--- config.mk ---
export PLATFORM = sky130hd
export DESIGN_NAME = axi_read_arbiter
export DESIGN_NICKNAME = d
export VERILOG_FILES = /design/src/rtl/axi_read_arbiter.sv
export SDC_FILE = /design/constraint.sdc
export NUM_CORES = 1
export LEC_CHECK = 0
export BUFFER_PORTS_ARGS = -buffer_cell sky130_fd_sc_hd__buf_4
export CAP_MARGIN = 20
export CORE_AREA = 3 3 113 115
export DETAILED_ROUTE_END_ITERATION = 10
export DIE_AREA = 0 0 116 118
export HOLD_SLACK_MARGIN = 0.05
export PLACE_DENSITY = 0.59
export SYNTH_ARGS = -nofsm -noshare
export SYNTH_HDL_FRONTEND = slang
export SYNTH_SLANG_ARGS = --single-unit
--- constraint.sdc ---
create_clock -name aclk -period 1.6 [get_ports aclk]
set_clock_uncertainty 0.1 [all_clocks]
set_input_delay 0.48 -clock aclk [delete_from_list [all_inputs] [get_ports aclk]]
set_output_delay 0.48 -clock aclk [all_outputs]
set_load 0.05 [all_outputs]
--- src/rtl/axi_read_arbiter.sv ---
// Two-port AXI3 read arbiter: data cache (s0) and instruction cache (s1) share one
// downstream read master, one transaction at a time, fixed or round-robin priority.
module axi_read_arbiter #(
  parameter bit RR_EN = 1'b1,
  localparam int unsigned ID_W    = 4,
  localparam int unsigned ADDR_W  = 32,
  localparam int unsigned LEN_W   = 4,
  localparam int unsigned SIZE_W  = 3,
  localparam int unsigned BURST_W = 2,
  localparam int unsigned LOCK_W  = 2,
  localparam int unsigned CACHE_W = 4,
  localparam int unsigned PROT_W  = 3,
  localparam int unsigned DATA_W  = 32,
  localparam int unsigned RESP_W  = 2
) (
  input  logic               aclk,
  input  logic               aresetn,
  // data cache
  input  logic [ID_W-1:0]    s0_arid,
  input  logic [ADDR_W-1:0]  s0_araddr,
  input  logic [LEN_W-1:0]   s0_arlen,
  input  logic [SIZE_W-1:0]  s0_arsize,
  input  logic [BURST_W-1:0] s0_arburst,
  input  logic [LOCK_W-1:0]  s0_arlock,
  input  logic [CACHE_W-1:0] s0_arcache,
  input  logic [PROT_W-1:0]  s0_arprot,
  input  logic               s0_arvalid,
  output logic               s0_arready,
  output logic [ID_W-1:0]    s0_rid,
  output logic [DATA_W-1:0]  s0_rdata,
  output logic [RESP_W-1:0]  s0_rresp,
  output logic               s0_rlast,
  output logic               s0_rvalid,
  input  logic               s0_rready,
  // instruction cache
  input  logic [ID_W-1:0]    s1_arid,
  input  logic [ADDR_W-1:0]  s1_araddr,
  input  logic [LEN_W-1:0]   s1_arlen,
  input  logic [SIZE_W-1:0]  s1_arsize,
  input  logic [BURST_W-1:0] s1_arburst,
  input  logic [LOCK_W-1:0]  s1_arlock,
  input  logic [CACHE_W-1:0] s1_arcache,
  input  logic [PROT_W-1:0]  s1_arprot,
  input  logic               s1_arvalid,
  output logic               s1_arready,
  output logic [ID_W-1:0]    s1_rid,
  output logic [DATA_W-1:0]  s1_rdata,
  output logic [RESP_W-1:0]  s1_rresp,
  output logic               s1_rlast,
  output logic               s1_rvalid,
  input  logic               s1_rready,
  // downstream master
  output logic [ID_W-1:0]    m_arid,
  output logic [ADDR_W-1:0]  m_araddr,
  output logic [LEN_W-1:0]   m_arlen,
  output logic [SIZE_W-1:0]  m_arsize,
  output logic [BURST_W-1:0] m_arburst,
  output logic [LOCK_W-1:0]  m_arlock,
  output logic [CACHE_W-1:0] m_arcache,
  output logic [PROT_W-1:0]  m_arprot,
  output logic               m_arvalid,
  input  logic               m_arready,
  input  logic [ID_W-1:0]    m_rid,
  input  logic [DATA_W-1:0]  m_rdata,
  input  logic [RESP_W-1:0]  m_rresp,
  input  logic               m_rlast,
  input  logic               m_rvalid,
  output logic               m_rready,
  output logic [1:0]         grant_o
);

  typedef enum logic [1:0] {IDLE, ADDR, DATA} state_e;

  state_e     state_q, state_d;
  logic [1:0] grant_q, grant_d;
  logic       last_q, last_d;   // 1: s1 was granted last
  logic       win_s1;

  // Arbitration and transaction sequencing
  always_comb begin
    state_d = state_q;
    grant_d = grant_q;
    last_d  = last_q;
    win_s1  = 1'b0;
    case (state_q)
      IDLE: begin
        if (s0_arvalid || s1_arvalid) begin
          if (s0_arvalid && s1_arvalid) begin
            win_s1 = RR_EN ? ~last_q : 1'b0;
          end else begin
            win_s1 = s1_arvalid;
          end
          grant_d = win_s1 ? 2'b10 : 2'b01;
          state_d = ADDR;
        end
      end
      ADDR: begin
        if (m_arready) begin
          state_d = DATA;
        end
      end
      DATA: begin
        if (m_rvalid && m_rready && m_rlast) begin
          state_d = IDLE;
          grant_d = 2'b00;
          last_d  = grant_q[1];
        end
      end
      default: begin
        state_d = IDLE;
        grant_d = 2'b00;
      end
    endcase
  end

  always_ff @(posedge aclk or negedge aresetn) begin
    if (!aresetn) begin
      state_q <= IDLE;
      grant_q <= 2'b00;
      last_q  <= 1'b1;
    end else begin
      state_q <= state_d;
      grant_q <= grant_d;
      last_q  <= last_d;
    end
  end

  // Channel muxing selected only by registered state and grant
  always_comb begin
    m_arid     = '0;
    m_araddr   = '0;
    m_arlen    = '0;
    m_arsize   = '0;
    m_arburst  = '0;
    m_arlock   = '0;
    m_arcache  = '0;
    m_arprot   = '0;
    m_arvalid  = 1'b0;
    m_rready   = 1'b0;
    s0_arready = 1'b0;
    s1_arready = 1'b0;
    s0_rid     = '0;
    s0_rdata   = '0;
    s0_rresp   = '0;
    s0_rlast   = 1'b0;
    s0_rvalid  = 1'b0;
    s1_rid     = '0;
    s1_rdata   = '0;
    s1_rresp   = '0;
    s1_rlast   = 1'b0;
    s1_rvalid  = 1'b0;
    if (state_q == ADDR) begin
      m_arid     = grant_q[1] ? s1_arid    : s0_arid;
      m_araddr   = grant_q[1] ? s1_araddr  : s0_araddr;
      m_arlen    = grant_q[1] ? s1_arlen   : s0_arlen;
      m_arsize   = grant_q[1] ? s1_arsize  : s0_arsize;
      m_arburst  = grant_q[1] ? s1_arburst : s0_arburst;
      m_arlock   = grant_q[1] ? s1_arlock  : s0_arlock;
      m_arcache  = grant_q[1] ? s1_arcache : s0_arcache;
      m_arprot   = grant_q[1] ? s1_arprot  : s0_arprot;
      m_arvalid  = 1'b1;
      s0_arready = grant_q[0] & m_arready;
      s1_arready = grant_q[1] & m_arready;
    end
    if (state_q == DATA) begin
      m_rready = grant_q[1] ? s1_rready : s0_rready;
      if (grant_q[0]) begin
        s0_rid    = m_rid;
        s0_rdata  = m_rdata;
        s0_rresp  = m_rresp;
        s0_rlast  = m_rlast;
        s0_rvalid = m_rvalid;
      end
      if (grant_q[1]) begin
        s1_rid    = m_rid;
        s1_rdata  = m_rdata;
        s1_rresp  = m_rresp;
        s1_rlast  = m_rlast;
        s1_rvalid = m_rvalid;
      end
    end
  end

  assign grant_o = grant_q;

endmodule

==> impl_metrics.toml <==
[global_routing]
grt_max_degree = 45
overflow = 0
grt_use_total_pct = 16.38
grt_pass1_vias = 3482
grt_pass1_wl_um = 18150
met1_usage_pct = 17.01
grt-busiest-layer = "met2"
grt_use_met2_pct = 32.19
antenna_found_initial = 0
use_met3_pct = 4.010

[worst_setup_path]
cp-end-kind = "primary output"
cp.required_ns = 1.02
path_cells = "buf_12, buf_6, buf_8, mux2i_4, nor2_4, buf_8"
startpoint_type = "flip-flop"
reg2reg_depth = 6
crit_type = "reg2out"
crit_family = "buffers and inverters"
critical_path_arrival_ns = 1.54
crit_buf_inv = 4
path_common_cell = "buf_8"
r2r_slack_ns = -0.24
r2r_end = "last_q"
r2r-start = "grant_o[1]"
crit_slowest_cell = "dfrtp_4"
cp_max_fo = 5
critPathMaxStageDelay_ns = 0.48

[status]
violations = "setup timing"
status = "complete, but fails checks"

[drt]
ant_nets = 0
drc = 0
wl_um = 13650
num_vias = 3300
detail_route.first_pass.iterations = 5
wl_per_cell_um = 18.87
drtIter0Drc = 129
vias_per_cell = 4.564

[timing]
finalHoldViolCount = 0
tns_ns = -66.09
slew_headroom_pct = 82.17
tightest_slew_ns = 0.2601
fin_ws_ns = -0.5206
slew_violations = 0
rsz0062_at_grt = "true"
setup_viol = 140
max_freq_ghz = 0.4716
finalCritPeriodShare_pct = 132.5
period_minus_slack_ns = 2.121
holdWs_ns = 0.3644

[power]
p_switching_mw = 6.382
peakVddDrop_uv = 1137
cell_internal_pwr_mw = 5.752
p_leak_nw = 3.040
switching_share_pct = 52.60
combPwrFrac_pct = 94.5
p_clk_share_pct = 3.4
seq_power_share_pct = 2.1
power_per_cell_area_nw_per_um2 = 1742

[yosys]
synth-compound-area-share_pct = 2.475
synthAdderAreaFrac_pct = 0
yosys_warnings = 0
ys_types = 22
synth.top_cells.by_count = "and3_1, nor2_1, mux2i_1, buf_2, buf_4"
syn_area_per_cell_um2 = 6.877
ys_seq_elements = 5
postSynthCellCount = 250
ys_async_sr_fraction_pct = 100.0
synth-main-ff-cell = "dfrtp_1"
synthXorXnorAreaFrac_pct = 0
synthMuxAreaShare_pct = 33.11
synth-simple-area-share_pct = 46.72
seq_area_frac_synth_pct = 7.351
synth_nets = 405
synth_top_family_by_area = "simple AND/OR/NAND/NOR gates"
syn_area_um2 = 1719
yosysTopAreaCell = "mux2i_1"
synthTopCellsByArea = "mux2i_1, and3_1, nor2_1, dfrtp_1, buf_4"
synth_most_common_cell = "and3_1"
synth_top_area_share_pct = 31.44
synth_edf_count = 0

[clocking]
clk_pin_slew_ns = 0.03
cts_root_buf = "clkbuf_16"
cts_tree = "built"
clk_latency_ns = 0.22
clk_path_buf_depth = 2
htree_levels = 1
clock-sinks = 5
cts_buffers = 3

[floorplan]
pin_count = 295
rows = 40
core-area_um2 = 11910
die-area_um2 = 13690
initial_core_util_pct = 14.43
die_h_um = 118
die_x_um = 116

[final_layout]
area_growth_pct = 305.1
fin_util_pct = 58.47
drive_above_1_share_pct = 95.31
regArea_um2 = 131.4
fill_cells = 942
multiInputGateArea_um2 = 2614
final_cells = 723
antenna_cells = 0
final_net_count = 732

[placed_design]
portBuffers = 294
dp_hpwl_um = 8686
dp.cells = 690
routabilityCongestion = 0.8594

[min_path]
hold_path_class = "in2reg"
hold_start = "m_arready"
min_to = "state_q[0]"
holdPathStages = 2

[job]
cap_viol_max_count = 0
power groups by stage:
| stage | Combinational [mW] | Clock [mW] | Sequential [mW] |
|---|---|---|---|
| finish | 11.5 | 0.411 | 0.257 |
| global route | 11.9 | 0.433 | 0.264 |
| CTS | 10.1 | 0.421 | 0.280 |
| detailed placement | 8.38 | 0 | 0.292 |
| global placement | 8.32 | 0 | 0.289 |
| floorplan | 6.04 | 0 | 0.342 |
per-layer routing:
metal | routed length (µm) | share of wire, % | vias up
li1 | - | - | 1550
met1 | 4568 | 33 | 1552
met2 | 7689 | 56 | 183
met3 | 1145 | 8.4 | 15
met4 | 243 | 1.8 | 0
met5 | 0 | 0 | -
flip-flops by register name (all words and copies together), names as in the netlist:
| name | cells |
|---|---|
| grant_o | 2 |
| state_q | 2 |
| last_q | 1 |
cells by family after synthesis:
group,Yosys count
AOI/OAI and AO/OA,6
muxes,56
DFF,5
and+or+nand+nor,152
buffers and inverters,31
cells in the final DEF (no fill, tap or decap), types with 2 or more instances in the layout:
cell / instances
clkbuf_16: 10
mux2i_4: 25
a2bb2oi_1: 2
o22ai_1: 2
buf_12: 15
mux2i_1: 6
buf_8: 83
mux2i_2: 24
nor2_4: 56
nand2_1: 4
and3_2: 14
buf_16: 7
nand2b_1: 3
buf_6: 59
and3_4: 68
dfrtp_1: 2
buf_4: 180
worst register-to-register path, delay by kind of cell (launching register included):
kind	cells	cell delay, ns
multiplexers	2	0.51
buffers and inverters	3	0.50
flip-flops	1	0.48
AND/OR/NAND/NOR	1	0.17
cell type report:
| class | instances | share of cell area [%] |
|---|---|---|
| sequential | 5 | 1.886 |
| multi-input combinational | 214 | 37.53 |
| clock buffer | 4 | 1.132 |
| timing repair buffer | 352 | 56.58 |
| tap | 147 | 2.641 |
| inverter | 1 | 0.2336 |
through the flow:
step                setup slack (ns)  power [mW]  instance area, µm²
finish                       -0.5206       12.13                6964
global route                 -0.5528       12.62                6964
CTS                          -0.4991       10.79                6266
detailed placement           -0.2782       8.671                5037
global placement             -0.2705       8.604                5037
floorplan                    -0.2594       6.382                2589
worst max-delay path by stage:
stage,start,end,slack (ns),depth (start not counted)
finish,grant_o[1],m_araddr[21],-0.52,6
global placement,grant_o[1],m_arsize[2],-0.27,4
global route,state_q[0],s0_rdata[31],-0.55,6
CTS,grant_o[1],m_rready,-0.50,4
floorplan,grant_o[1],m_araddr[0],-0.26,4
detailed placement,grant_o[1],m_arcache[2],-0.28,4
repair_timing:
action                                  4_1_cts  5_1_grt
pin swaps                                    12       12
resized for setup                           225      106
hold buffers                                  1        0
cloned                                        7        9
buffers inserted                             10        4
endpoints found under the hold margin         4        0
endpoints found under the setup margin      142      143
Note: power is estimated with default switching activity, not from simulation.
